**src/rtl/ucode_sequencer_if.sv**
```systemverilog
// Purpose    : bundle of the sequencer's opcode, ROM, micro-op and control/status signals.
// Latency    : n/a (wires only); slave = sequencer side, master = surrounding logic.
// Backpressure: op_valid/op_ready and uop_valid/uop_ready are valid-ready pairs.
// Ports:
//   op_valid/op_data/op_ready      opcode byte in from the fetch unit
//   rom_adr/rom_next               next-address ROM lookup (rom_next is combinational)
//   uop_valid/uop_adr/uop_ready    micro-address out to the ARM emitter
//   flush/clr_err                  abort current sequence / clear sticky error
//   busy/err/err_code              status
//   instr_cnt/uop_cnt              wrapping performance counters
interface ucode_sequencer_if #(
  parameter int ADR_W = 9,
  parameter int CNT_W = 16
);
  logic             op_valid;
  logic [7:0]       op_data;
  logic             op_ready;
  logic [ADR_W-1:0] rom_adr;
  logic [ADR_W-1:0] rom_next;
  logic             uop_valid;
  logic [ADR_W-1:0] uop_adr;
  logic             uop_ready;
  logic             flush;
  logic             clr_err;
  logic             busy;
  logic             err;
  logic [1:0]       err_code;
  logic [CNT_W-1:0] instr_cnt;
  logic [CNT_W-1:0] uop_cnt;

  modport slave (
    input  op_valid, op_data, rom_next, uop_ready, flush, clr_err,
    output op_ready, rom_adr, uop_valid, uop_adr, busy, err, err_code,
           instr_cnt, uop_cnt
  );

  modport master (
    output op_valid, op_data, rom_next, uop_ready, flush, clr_err,
    input  op_ready, rom_adr, uop_valid, uop_adr, busy, err, err_code,
           instr_cnt, uop_cnt
  );
endinterface

```
**src/rtl/ucode_sequencer.sv**
```systemverilog
// Purpose    : walks the next-address ROM chain for one JVM opcode at a time.
// Latency    : first micro-address 1 cycle after opcode accept, then one per uop handshake.
// Backpressure: cur holds while uop_ready=0; op_ready=0 whenever a sequence or error is open.
// Ports:
//   clk, rst     clock and asynchronous active-high reset
//   sq (slave)   opcode in, ROM lookup, micro-address out, flush/clr_err, status, counters
module ucode_sequencer #(
  parameter int ADR_W     = 9,
  parameter int LAST_ADR  = 320,
  parameter int MAX_STEPS = 16,
  parameter int CNT_W     = 16
) (
  input  logic            clk,
  input  logic            rst,
  ucode_sequencer_if.slave sq
);

  localparam int               STEP_W   = $clog2(MAX_STEPS + 1);
  localparam logic [ADR_W-1:0] LAST     = ADR_W'(LAST_ADR);
  localparam logic [STEP_W-1:0] STEP_MAX = STEP_W'(MAX_STEPS);

  typedef enum logic [1:0] {
    IDLE  = 2'd0,
    ISSUE = 2'd1,
    ERROR = 2'd2
  } state_t;

  state_t            r_state;
  logic [ADR_W-1:0]  r_cur;
  logic [STEP_W-1:0] r_steps;
  logic              r_err;
  logic [1:0]        r_code;
  logic [CNT_W-1:0]  r_icnt;
  logic [CNT_W-1:0]  r_ucnt;

  state_t            w_state_nxt;
  logic [ADR_W-1:0]  w_cur_nxt;
  logic [STEP_W-1:0] w_steps_nxt;
  logic              w_err_nxt;
  logic [1:0]        w_code_nxt;
  logic [CNT_W-1:0]  w_icnt_nxt;
  logic [CNT_W-1:0]  w_ucnt_nxt;
  logic              w_op_ready;
  logic              w_uop_valid;

  // State register and datapath registers.
  always_ff @(posedge clk or posedge rst) begin
    if (rst) begin
      r_state <= IDLE;
      r_cur   <= '0;
      r_steps <= '0;
      r_err   <= 1'b0;
      r_code  <= 2'd0;
      r_icnt  <= '0;
      r_ucnt  <= '0;
    end else begin
      r_state <= w_state_nxt;
      r_cur   <= w_cur_nxt;
      r_steps <= w_steps_nxt;
      r_err   <= w_err_nxt;
      r_code  <= w_code_nxt;
      r_icnt  <= w_icnt_nxt;
      r_ucnt  <= w_ucnt_nxt;
    end
  end

  // Next-state and output logic.
  always_comb begin
    w_state_nxt = r_state;
    w_cur_nxt   = r_cur;
    w_steps_nxt = r_steps;
    w_err_nxt   = r_err;
    w_code_nxt  = r_code;
    w_icnt_nxt  = r_icnt;
    w_ucnt_nxt  = r_ucnt;
    w_op_ready  = 1'b0;
    w_uop_valid = 1'b0;

    case (r_state)
      IDLE: begin
        // A flush in the same cycle wins, so do not advertise a handshake
        // that would be thrown away.
        w_op_ready = !sq.flush;
        if (sq.op_valid && !sq.flush) begin
          w_cur_nxt   = ADR_W'(sq.op_data);
          w_steps_nxt = STEP_W'(1);
          w_state_nxt = ISSUE;
        end
      end

      ISSUE: begin
        w_uop_valid = 1'b1;
        if (sq.uop_ready && !sq.flush) begin
          w_ucnt_nxt = r_ucnt + CNT_W'(1);
          // End of chain is checked first, then illegal address over step limit.
          if (sq.rom_next == '0) begin
            w_icnt_nxt  = r_icnt + CNT_W'(1);
            w_steps_nxt = '0;
            w_state_nxt = IDLE;
          end else if (sq.rom_next > LAST) begin
            w_err_nxt   = 1'b1;
            w_code_nxt  = 2'd1;
            w_state_nxt = ERROR;
          end else if (r_steps == STEP_MAX) begin
            w_err_nxt   = 1'b1;
            w_code_nxt  = 2'd2;
            w_state_nxt = ERROR;
          end else begin
            w_cur_nxt   = sq.rom_next;
            w_steps_nxt = r_steps + STEP_W'(1);
          end
        end
      end

      ERROR: begin
        // cur keeps the faulting address for debug; clearing does not touch it.
        if (sq.clr_err) begin
          w_err_nxt   = 1'b0;
          w_code_nxt  = 2'd0;
          w_steps_nxt = '0;
          w_state_nxt = IDLE;
        end
      end

      default: begin
        w_state_nxt = IDLE;
      end
    endcase

    // Flush overrides everything above, including the micro-op count.
    if (sq.flush) begin
      w_state_nxt = IDLE;
      w_steps_nxt = '0;
      w_err_nxt   = 1'b0;
      w_code_nxt  = 2'd0;
      w_ucnt_nxt  = r_ucnt;
      w_icnt_nxt  = r_icnt;
      w_cur_nxt   = r_cur;
    end
  end

  assign sq.op_ready  = w_op_ready;
  assign sq.uop_valid = w_uop_valid;
  assign sq.rom_adr   = r_cur;
  assign sq.uop_adr   = r_cur;
  assign sq.busy      = (r_state != IDLE);
  assign sq.err       = r_err;
  assign sq.err_code  = r_code;
  assign sq.instr_cnt = r_icnt;
  assign sq.uop_cnt   = r_ucnt;

endmodule

```
**src/flat_wrapper.sv**
```systemverilog
// flat-port wrapper written by rule: the top's interface ports become plain ports
module ucode_sequencer_flat 
#(
  parameter int ADR_W     = 9,
  parameter int LAST_ADR  = 320,
  parameter int MAX_STEPS = 16,
  parameter int CNT_W     = 16
)
  (clk, rst, sq_op_valid, sq_op_data, sq_rom_next, sq_uop_ready, sq_flush, sq_clr_err, sq_op_ready, sq_rom_adr, sq_uop_valid, sq_uop_adr, sq_busy, sq_err, sq_err_code, sq_instr_cnt, sq_uop_cnt);
  ucode_sequencer_if #(.ADR_W(ADR_W), .CNT_W(CNT_W)) sq_i ();
  input  logic clk;
  input  logic rst;
  input wire logic [$bits(sq_i.op_valid)-1:0] sq_op_valid;
  input wire logic [$bits(sq_i.op_data)-1:0] sq_op_data;
  input wire logic [$bits(sq_i.rom_next)-1:0] sq_rom_next;
  input wire logic [$bits(sq_i.uop_ready)-1:0] sq_uop_ready;
  input wire logic [$bits(sq_i.flush)-1:0] sq_flush;
  input wire logic [$bits(sq_i.clr_err)-1:0] sq_clr_err;
  output wire logic [$bits(sq_i.op_ready)-1:0] sq_op_ready;
  output wire logic [$bits(sq_i.rom_adr)-1:0] sq_rom_adr;
  output wire logic [$bits(sq_i.uop_valid)-1:0] sq_uop_valid;
  output wire logic [$bits(sq_i.uop_adr)-1:0] sq_uop_adr;
  output wire logic [$bits(sq_i.busy)-1:0] sq_busy;
  output wire logic [$bits(sq_i.err)-1:0] sq_err;
  output wire logic [$bits(sq_i.err_code)-1:0] sq_err_code;
  output wire logic [$bits(sq_i.instr_cnt)-1:0] sq_instr_cnt;
  output wire logic [$bits(sq_i.uop_cnt)-1:0] sq_uop_cnt;
  assign sq_i.op_valid = sq_op_valid;
  assign sq_i.op_data = sq_op_data;
  assign sq_i.rom_next = sq_rom_next;
  assign sq_i.uop_ready = sq_uop_ready;
  assign sq_i.flush = sq_flush;
  assign sq_i.clr_err = sq_clr_err;
  assign sq_op_ready = sq_i.op_ready;
  assign sq_rom_adr = sq_i.rom_adr;
  assign sq_uop_valid = sq_i.uop_valid;
  assign sq_uop_adr = sq_i.uop_adr;
  assign sq_busy = sq_i.busy;
  assign sq_err = sq_i.err;
  assign sq_err_code = sq_i.err_code;
  assign sq_instr_cnt = sq_i.instr_cnt;
  assign sq_uop_cnt = sq_i.uop_cnt;
  ucode_sequencer #(.ADR_W(ADR_W), .LAST_ADR(LAST_ADR), .MAX_STEPS(MAX_STEPS), .CNT_W(CNT_W)) u_core (.clk(clk), .rst(rst), .sq(sq_i));
endmodule
```
**config.mk**
```make
export PLATFORM = sky130hd
export DESIGN_NAME = ucode_sequencer_flat
export DESIGN_NICKNAME = d
export VERILOG_FILES = /design/src/rtl/ucode_sequencer_if.sv /design/src/rtl/ucode_sequencer.sv /design/src/flat_wrapper.sv
export SDC_FILE = /design/constraint.sdc
export NUM_CORES = 1
export LEC_CHECK = 0
export CAP_MARGIN = 20
export CORE_UTILIZATION = 51
export CTS_BUF_LIST = sky130_fd_sc_hd__clkbuf_4 sky130_fd_sc_hd__clkbuf_8 sky130_fd_sc_hd__clkbuf_16
export DETAILED_ROUTE_END_ITERATION = 8
export PLACE_DENSITY = 0.85
export SETUP_SLACK_MARGIN = 0.05
export SLEW_MARGIN = 20
export SYNTH_ARGS = -nofsm -noshare
export SYNTH_HDL_FRONTEND = slang
export SYNTH_SLANG_ARGS = --single-unit
```
**constraint.sdc**
```tcl
create_clock -name clk -period 3.2 [get_ports clk]
set_clock_uncertainty 0.05 [all_clocks]
set_input_delay 0.8 -clock clk [delete_from_list [all_inputs] [get_ports clk]]
set_output_delay 0.8 -clock clk [all_outputs]
set_load 0.05 [all_outputs]
```
Word level (Yosys, flattened, before mapping)
Cells that the tools add are included.

word-level totals
  bits of input ports = 23
  bits in latches = 0
  memory bits (writable) = 0
  word-level logic and storage cells = 79
  ROM bits = 0
  register bits after elaboration = 51
  output and inout bits = 56
  memories = 0

operators by class
  multiply operators = 0
  eq/ne operators = 16
  shifts and indexed selects = 0
  add/sub/neg operators = 3
  divide/modulo/power cells = 0
  magnitude comparators = 1
  muxes and demuxes = 36
  bitwise logic cells = 1
  reduce and logical (&&, ||, !) cells = 15

operator list
  operator                                               number
  two-way mux 9 bit                                      5
  two-way mux 5 bit                                      7
  adder 16 x 1 -> 16 bit (second input constant)         2
  two-way mux 2 bit                                      11
  case mux 9 bit (2 select lines)                        1
  case mux 5 bit (3 select lines)                        1
  greater-than comparator 9 bit (second input constant)  1
  zero test 9 bit                                        1
  two-way mux 1 bit                                      8
  != test 4 x 3 -> 1 bit (second input constant)         2
  AND reduction 4 bit                                    2
  AND reduction 7 bit                                    1
  != test 2 bit (second input constant)                  3
  != test 3 x 2 -> 1 bit (second input constant)         2
  != test 3 bit (second input constant)                  2
  case mux 2 bit (3 select lines)                        1
  AND reduction 6 bit                                    1
  adder 5 x 1 -> 5 bit (second input constant)           1
  == test 5 bit (second input constant)                  1
  != test 5 x 2 -> 1 bit (second input constant)         1
  AND reduction 5 bit                                    1
  != test 2 x 1 -> 1 bit (second input constant)         2
  != test 4 x 2 -> 1 bit (second input constant)         1
  case mux 2 bit (2 select lines)                        1
  other kinds (11)                                       13

Logic depth before layout (Yosys ltp)
Gate-level depths: netlist of run 1.

  depth in word-level cells = 7
  mapped depth = 9
  depth with buffers taken out = 7

Least setup slack after synthesis of run 1
OpenSTA, ideal clock, no wires.

  path type = input-to-output
  start = in sq_flush
  end = out sq_op_ready
  stages on the path = 3
  required time = 2.350 ns
  path slack = 0.492 ns
  path buffers = 2
  arrival = 1.858 ns
  cells stage by stage = clkbuf_1 -> clkbuf_1 -> nor2_1

between the ends
  cells in the longest elaborated chain, start to end = 2

ends and longest elaborated chain
  item               line                   text
  from (decl)        flat_wrapper.sv:17     input wire logic [$bits(sq_i.flush)-1:0] sq_flush;
  zero test 1 bit    ucode_sequencer.sv:83  w_op_ready = !sq.flush;
  two-way mux 1 bit  ucode_sequencer.sv:79  case (r_state)
  to (decl)          flat_wrapper.sv:19     output wire logic [$bits(sq_i.op_ready)-1:0] sq_op_ready;

Every way passes these cells.

Worst setup path after layout of run 1
  start = reg u_core.r_state[0]
  end = out sq_busy

between the ends
  cells in the longest elaborated chain, start to end = 1

ends and longest elaborated chain
  item                    line                    text
  from (decl)             ucode_sequencer.sv:28   state_t r_state;
  from (signal assigned)  ucode_sequencer.sv:57   r_state <= w_state_nxt;
  nonzero test 2 bit      ucode_sequencer.sv:146  assign sq.busy = (r_state != IDLE);
  to (decl)               flat_wrapper.sv:23      output wire logic [$bits(sq_i.busy)-1:0] sq_busy;

Every way passes these cells.

==> results of run 1 <==
## Yosys cell counts (2+ instances only)
cell / number / area share
nand2_1: 15 / 0.021
clkbuf_1: 3 / 0.0042
and2_1: 9 / 0.021
nor2_1: 19 / 0.027
nand3_1: 17 / 0.032
buf_2: 3 / 0.0056
o22ai_1: 4 / 0.0093
o21ai_0: 2 / 0.0037
a221o_1: 8 / 0.030
nand4_1: 12 / 0.028
o22a_1: 3 / 0.0098
a22oi_1: 2 / 0.0056
inv_1: 12 / 0.017
a21oi_1: 3 / 0.0056
mux2_1: 2 / 0.0084
buf_4: 9 / 0.025
nor3_1: 2 / 0.0037
dfrtp_1: 51 / 0.48
and3_1: 7 / 0.016
xor2_1: 12 / 0.039
and4_1: 2 / 0.0065
ha_1: 8 / 0.037
a31oi_1: 2 / 0.0047
xnor2_1: 18 / 0.059
## per-layer routing
metal / track usage / up-vias / routed length (um)
met2: 0.369 / 67 / 2850
met5: 0 / - / 0
met3: 0.0434 / 7 / 239
met4: 0.0860 / 0 / 79
li1: - / 1047 / -
met1: 0.285 / 1055 / 2560
## per-stage QoR
step / instances / hold WS [ns] / total power [mW] / util / setup WS [ns]
5_1_grt: 398 / 0.459 / 2.71 / 0.707 / 0.274
3_5_place_dp: 390 / 0.429 / 2.22 / 0.689 / 0.163
3_3_place_gp: 390 / 0.411 / 2.20 / 0.689 / 0.242
4_1_cts: 398 / 0.444 / 2.59 / 0.707 / 0.353
6_report: 398 / 0.436 / 2.57 / 0.707 / 0.381
2_1_floorplan: 252 / 0.436 / 1.84 / - / 0.492
## registers in the layout, summed over array words and instances, names as in the netlist
register and cells:
u_core.r_state 2, u_core.r_steps 5, u_core.sq.err 1, u_core.sq.err_code 2
u_core.sq.instr_cnt 16, u_core.sq.rom_adr 9, u_core.sq.uop_cnt 16
## worst max-delay path by stage
stage	endpoint	cells past startpoint	slack (ns)
3_3_place_gp	u_core.sq.rom_adr[5]	6	0.24
3_5_place_dp	u_core.sq.rom_adr[4]	6	0.16
6_report	sq_busy	4	0.38
4_1_cts	sq_busy	4	0.35
2_1_floorplan	sq_op_ready	3	0.49
5_1_grt	sq_busy	4	0.27
## layout by cell type, fill, tap and decap left out, types with 3 or more instances in the layout
cell	synthesis	layout
o22a_1	3	3
nand3_1	17	17
ha_1	8	8
a21oi_1	3	3
clkdlybuf4s50_1	0	77
buf_4	9	5
clkbuf_8	0	5
a221o_1	8	8
xor2_1	12	12
dfrtp_1	51	51
xnor2_1	18	18
nand4_1	12	12
and3_1	7	7
o22ai_1	4	4
nor2_1	19	19
nand2_1	15	15
inv_1	12	11
and2_1	9	9
## power breakdown
group / total [mW] / switching (mW) / internal (mW)
combinational: 1.37 / 0.874 / 0.495
sequential: 0.837 / 0.0952 / 0.742
clock: 0.365 / 0.204 / 0.162
total: 2.57 / 1.17 / 1.40
## cells by family after synthesis
group / count (synthesis) / share of synthesized area
AND/OR/NAND/NOR: 93 / 0.196
flip-flops: 51 / 0.477
AO/OA/AOI/OAI: 39 / 0.126
XOR/XNOR: 30 / 0.0982
buffers and inverters: 28 / 0.0533
adder cells (fa/ha/maj): 8 / 0.0374
multiplexers: 3 / 0.0122
## final cells by class
class	instances	area, um^2
fillers	381	1490
flip-flops and latches	51	1280
multi-input cells	173	1260
well taps	70	87.6
clock inverters	2	12.5
repair buffers	83	828
clock buffers	6	76.3
inverters	13	48.8
==> results.json, run 1 <==
{
  "fmax_mhz": 355,
  "drv_cap": 0,
  "fin_area_um2": 3590,
  "r2r_cells": 8,
  "synthCells": 252,
  "num_antenna_cells": 0,
  "grtUsageTotal": 0.222,
  "grt_pass1_wl_mm": 9.29,
  "die_h_um": 74.4,
  "critical_path_arrival_ns": 1.97,
  "period_share": 0.881,
  "worstPathCellList": "inv_1, ha_1, inv_1, clkdlybuf4s50_1",
  "cts.sinks": 51,
  "status": "finished clean",
  "dieArea_um2": 5540,
  "drv_slew": 0,
  "via_per_inst": 5.47,
  "grt_pass1_vias": 2023,
  "hold_violations": 0,
  "rr_startpoint": "u_core.r_state[1]",
  "critPathMaxFanout": 5,
  "htreeDepth": 2,
  "first_iter_violations": 114,
  "synth_nets": 283,
  "synth_ff_type": "dfrtp_1",
  "yosysWarnings": 0,
  "rsz0062_at_grt": "false",
  "holdPathEnd": "u_core.sq.uop_cnt[15]",
  "layout.nets": 358,
  "cp-start-kind": "register",
  "p_per_area_nw_per_um2": 717,
  "grt_max_degree": 30,
  "whs_path_depth": 1,
  "drive_above_1_share": 0.0671,
  "setup_tns_ns": 0,
  "crit_slowest_cell": "clkdlybuf4s50_1",
  "crit_top_cell": "inv_1",
  "cts-resized-gates": 0,
  "avgRoutedWirePerCell_um": 14.4,
  "cts_hold_buf": 0,
  "ir_drop_mv": 0.676,
  "hp-class": "reg -> reg",
  "postRouteAntennaNets": 0,
  "synth-seq-cells": 51,
  "gp_congestion": 0.794,
  "core_um2": 5070,
  "async_flop_share": 1.00,
  "crit_path_end_kind": "output port",
  "placed_area_um2": 3500,
  "setup_violations": 0,
  "worst_slew_pin_slew_ns": 0.594,
  "postCtsSetupBuffers": 0,
  "syn_avg_cell_area_um2": 10.6,
  "die_w_um": 74.4,
  "overflow": 0,
  "drc": 0,
  "clkLatencyLatePin_ns": 0.30,
  "synth_edf_count": 0,
  "dr.pass1.iters": 4,
  "synth_cell_types": 51,
  "root_buffer": "clkbuf_8",
  "ys_seq_area_frac": 0.477,
  "critPathBufInv": 3,
  "tritoncts": "built",
  "wirelength_mm": 5.74,
  "cp-startpoint": "u_core.r_state[0]",
  "syn2layout_area_growth_pct": 34.0,
  "fp-row-count": 26,
  "dp_hpwl_mm": 4.38,
  "initial_core_util": 0.527,
  "r2r_slack_ns": 0.89,
  "clockBufferDepth": 2,
  "r2r-end": "u_core.sq.instr_cnt[13]",
  "required_ns": 2.35,
  "final.min_clock_period_ns": 2.82,
  "io_buffers": 78,
  "cts_buffers": 5,
  "min_from": "u_core.sq.uop_cnt[15]",
  "cpPeakStageDelay_ns": 0.71,
  "critPathKind": "reg -> out",
  "antenna_found_initial": 0,
  "netlist_area_um2": 2680,
  "io_pins": 79,
  "dr_total_vias": 2176,
  "relSlewSlack": 0.603,
  "clk_pin_slew_ns": 0.09,
  "cp_top_family": "buffers and inverters",
  "power.leakage_nw": 1.57
}
Note: power is estimated with default switching activity, not from simulation.
==> inputs of run 2 (changes only) <==
- RECOVER_POWER: default -> 100
- REMOVE_ABC_BUFFERS: default -> 1
==> results.json, run 2 (synthesized netlist as in run 1, its figures left out) <==
{
  "status": "finished clean",
  "final_common_cell": "dlygate4sd3_1",
  "drv_slew": 0,
  "r2r-end": "u_core.sq.instr_cnt[13]",
  "p_per_area_nw_per_um2": 708,
  "via_per_inst": 5.60,
  "power.leakage_nw": 1.69,
  "postRouteAntennaNets": 0,
  "clk_pin_slew_ns": 0.10,
  "clkLatencyLatePin_ns": 0.31,
  "r2r_slack_ns": 0.81,
  "r2r_cells": 8,
  "dp_hpwl_mm": 4.70,
  "swShare": 0.476,
  "worst_slew_pin_slew_ns": 0.940,
  "cp-start-kind": "register",
  "syn2layout_area_growth_pct": 32.5,
  "htreeDepth": 2,
  "dieArea_um2": 5540,
  "drv_cap": 0,
  "fmax_mhz": 344,
  "core_um2": 5070,
  "die_h_um": 74.4,
  "clockBufferDepth": 2,
  "required_ns": 2.35,
  "final.min_clock_period_ns": 2.90,
  "io_pins": 79,
  "grtUsageTotal": 0.233,
  "io_buffers": 78,
  "cts_hold_buf": 0,
  "num_antenna_cells": 0,
  "rsz0062_at_grt": "false",
  "p_total_mw": 2.51,
  "dr.pass1.iters": 4,
  "initial_core_util": 0.527,
  "cts_buffers": 5,
  "p_int_mw": 1.32,
  "cts-resized-gates": 0,
  "overflow": 0,
  "period_share": 0.907,
  "setup_violations": 0,
  "die_w_um": 74.4,
  "layout_common_cells": "dlygate4sd3_1 (58), dfrtp_1 (51), nor2_1 (19), clkdlybuf4s50_1 (19), xnor2_1 (18)",
  "placed_area_um2": 3500,
  "root_buffer": "clkbuf_8",
  "tritoncts": "built",
  "dr_total_vias": 2228,
  "ir_drop_mv": 0.619,
  "setup_tns_ns": 0,
  "postCtsSetupBuffers": 0,
  "endpoint": "sq_busy",
  "rr_startpoint": "u_core.r_state[1]",
  "p_sw_mw": 1.20,
  "critPathMaxFanout": 5,
  "p_comb_frac": 0.520,
  "critPathKind": "reg -> out",
  "p_clk_frac": 0.149,
  "gp_congestion": 0.878,
  "grt_pass1_wl_mm": 9.69,
  "cts.sinks": 51,
  "drc": 0,
  "avgRoutedWirePerCell_um": 15.1,
  "critical_path_arrival_ns": 2.05,
  "layout.nets": 358,
  "grt_max_degree": 26,
  "antenna_found_initial": 0,
  "cp-startpoint": "u_core.r_state[0]",
  "hp-class": "reg -> reg",
  "first_iter_violations": 123,
  "hold_violations": 0,
  "fin_area_um2": 3550,
  "fp-row-count": 26,
  "crit_path_end_kind": "output port",
  "grt_pass1_vias": 2101,
  "drive_above_1_share": 0.0457,
  "wirelength_mm": 6.03,
  "relSlewSlack": 0.372,
  "pwr-share-seq": 0.331
}
run 2: changes by cell type in the layout (fill, tap and decap cells not counted), sizes merged:
cell           change
buf                -5
clkbuf             +4
clkdlybuf4s50     -58
clkinv             +1
dlygate4sd3       +58
run 2: how the worst min path moves through the flow:
stage / from / slack (ns) / cells past startpoint / to
finish: u_core.sq.instr_cnt[15] / 0.41 / 1 / u_core.sq.instr_cnt[15]
CTS: u_core.sq.instr_cnt[15] / 0.42 / 1 / u_core.sq.instr_cnt[15]
global route: u_core.sq.uop_cnt[15] / 0.44 / 1 / u_core.sq.uop_cnt[15]
detailed placement: u_core.sq.instr_cnt[15] / 0.41 / 1 / u_core.sq.instr_cnt[15]
floorplan: u_core.r_state[1] / 0.44 / 1 / u_core.r_state[1]
global placement: u_core.sq.instr_cnt[15] / 0.41 / 1 / u_core.sq.instr_cnt[15]
run 2: power groups by stage:
stage | clock network, mW | logic, mW | registers [mW]
finish | 0.375 | 1.31 | 0.832
detailed placement | 0 | 1.38 | 0.850
CTS | 0.381 | 1.39 | 0.840
floorplan | 0 | 0.459 | 1.29
global placement | 0 | 1.36 | 0.845
global route | 0.403 | 1.38 | 0.851
run 2: metrics by stage:
stage	instances	hold WS (ns)	setup WS, ns	util
finish	398	0.412	0.297	0.699
global route	398	0.442	0.176	0.699
CTS	398	0.425	0.354	0.708
detailed placement	390	0.412	0.213	0.689
global placement	390	0.408	0.249	0.689
floorplan	237	0.436	0.609	-
run 2: layer usage:
metal | vias to the layer above | GRT usage | routed length, um
met5 | - | 0 | 0
met4 | 0 | 0.0901 | 71
met2 | 94 | 0.394 | 3080
met3 | 8 | 0.0407 | 403
met1 | 1075 | 0.296 | 2480
li1 | 1051 | - | -
run 2: area by class of cell:
cell class              instances  area [um^2]
clock buffers                   5         68.8
well taps                      70         87.6
multi-input cells             173         1240
repair buffers                 83          797
clock inverters                 3         25.0
flip-flops and latches         51         1280
fillers                       396         1530
inverters                      13         48.8
run 2: worst max-delay path: stages, from the launching register on:
cell	delay, ns
dfrtp_1	0.36
inv_1	0.10
ha_1	0.30
inv_1	0.09
dlygate4sd3_1	0.89
==> inputs of run 3 (changes only) <==
- GPL_TIMING_DRIVEN: default -> 0
==> results.json, run 3 (synthesized netlist as in run 1, its figures left out) <==
{
  "initial_core_util": 0.527,
  "p_clk_frac": 0.198,
  "power.leakage_nw": 1.72,
  "final.min_clock_period_ns": 3.06,
  "clockBufferDepth": 2,
  "first_iter_violations": 134,
  "via_per_inst": 5.47,
  "cp-start-kind": "primary input",
  "period_share": 0.955,
  "critPathMaxFanout": 8,
  "layout_common_cells": "dlygate4sd3_1 (56), dfrtp_1 (51), clkdlybuf4s50_1 (20)",
  "htreeDepth": 2,
  "setup_violations": 0,
  "swShare": 0.438,
  "fmax_mhz": 327,
  "dp_hpwl_mm": 4.26,
  "drv_cap": 0,
  "fin_hold_ws_ns": 0.416,
  "relSlewSlack": 0.456,
  "cts_buffers": 5,
  "clk_pin_slew_ns": 0.09,
  "critPathKind": "in -> reg",
  "final_common_cell": "dlygate4sd3_1",
  "core_um2": 5070,
  "drive_above_1_share": 0.0432,
  "grt_max_degree": 34,
  "layout.nets": 354,
  "hold_violations": 0,
  "grtUsageTotal": 0.215,
  "io_pins": 79,
  "avgRoutedWirePerCell_um": 14.1,
  "tritoncts": "built",
  "cts_hold_buf": 0,
  "p_comb_frac": 0.487,
  "gp_congestion": 0.888,
  "rsz0062_at_grt": "false",
  "root_buffer": "clkbuf_8",
  "postCtsSetupBuffers": 0,
  "die_h_um": 74.4,
  "worst_slew_pin_slew_ns": 0.808,
  "place_worst_setup_slack_ns": -0.229,
  "dr.pass1.iters": 4,
  "dr_total_vias": 2154,
  "pwr-share-seq": 0.315,
  "grt_pass1_vias": 2018,
  "num_antenna_cells": 0,
  "cts.sinks": 51,
  "clkLatencyLatePin_ns": 0.30,
  "crit_slowest_cell": "nor4_1",
  "die_w_um": 74.4,
  "critical_path_arrival_ns": 3.24,
  "placed_area_um2": 3470,
  "worstPathCellList": "clkdlybuf4s50_1, nor4_1, a21o_4, nand4_2, a2111oi_4, a221o_1",
  "required_ns": 3.39,
  "status": "finished clean",
  "antenna_found_initial": 0,
  "dieArea_um2": 5540,
  "p_int_mw": 1.47,
  "overflow": 0,
  "fin_area_um2": 3570,
  "ir_drop_mv": 0.637,
  "fp-row-count": 26,
  "grt_pass1_wl_mm": 9.15,
  "syn2layout_area_growth_pct": 33.4,
  "cpPeakStageDelay_ns": 0.73,
  "fillers": 392,
  "postRouteAntennaNets": 0,
  "p_per_area_nw_per_um2": 735,
  "post-route-util": 0.703,
  "timing.final.ws_setup_ns": 0.144,
  "drc": 0,
  "critPathBufInv": 1,
  "cp_top_family": "compound AO/OA/AOI/OAI gates",
  "hp-class": "reg -> reg",
  "crit_path_end_kind": "register",
  "p_sw_mw": 1.15,
  "wirelength_mm": 5.56,
  "drv_slew": 0,
  "io_buffers": 78
}
run 3: power by group through the flow:
stage | sequential [mW] | clock, mW | combinational (mW)
2_1_floorplan | 1.29 | 0 | 0.459
3_3_place_gp | 0.841 | 0 | 1.32
3_5_place_dp | 0.842 | 0 | 1.34
4_1_cts | 0.833 | 0.533 | 1.34
5_1_grt | 0.846 | 0.556 | 1.35
6_report | 0.827 | 0.521 | 1.28
run 3: worst paths after layout:
check                      cells after the start                     from  slack, ns                       to
setup / recovery                               6           sq_rom_next[3]       0.14     u_core.sq.rom_adr[3]
hold / removal                                 1  u_core.sq.instr_cnt[15]       0.42  u_core.sq.instr_cnt[15]
setup reg to reg                               7        u_core.r_state[1]       0.65        u_core.r_steps[4]
hold reg to reg                                1  u_core.sq.instr_cnt[15]       0.42  u_core.sq.instr_cnt[15]
max in group asynchronous                      3                      rst       0.92        u_core.r_steps[0]
min in group asynchronous                      2                      rst       0.97  u_core.sq.instr_cnt[13]
run 3: area by class of cell:
cell class / instances / area, um^2 / area share
sequential: 51 / 1280 / 0.358
multi-input combinational: 173 / 1230 / 0.346
timing repair buffer: 79 / 787 / 0.220
tap: 70 / 87.6 / 0.0245
clock buffer: 6 / 76.3 / 0.0214
clock inverter: 2 / 60.1 / 0.0168
inverter: 13 / 48.8 / 0.0137
run 3: layer usage:
| layer | vias up | wire length [um] | track usage |
|---|---|---|---|
| met5 | - | 0 | 0 |
| met2 | 65 | 2880 | 0.370 |
| li1 | 1045 | - | - |
| met4 | 0 | 66 | 0.0692 |
| met1 | 1037 | 2370 | 0.277 |
| met3 | 7 | 250 | 0.0339 |
run 3: worst reg2reg max path: stages, from the launching register on:
cell,delay (ns)
dfrtp_1,0.41
inv_1,0.11
ha_1,0.46
inv_1,0.23
a311oi_1,0.55
nand2_1,0.19
nor4b_1,0.31
a22o_1,0.18
run 3: timing repair:
| action | CTS | global route |
|---|---|---|
| endpoints found under the setup margin | 1 | 1 |
| gates resized for setup | 1 | 1 |
| cloned | 0 | 0 |
run 3: through the flow:
stage	total power [mW]	setup TNS (ns)	std cells
2_1_floorplan	1.75	0	237
3_3_place_gp	2.16	-0.223	385
3_5_place_dp	2.18	-0.238	386
4_1_cts	2.71	0	394
5_1_grt	2.76	0	394
6_report	2.62	0	394
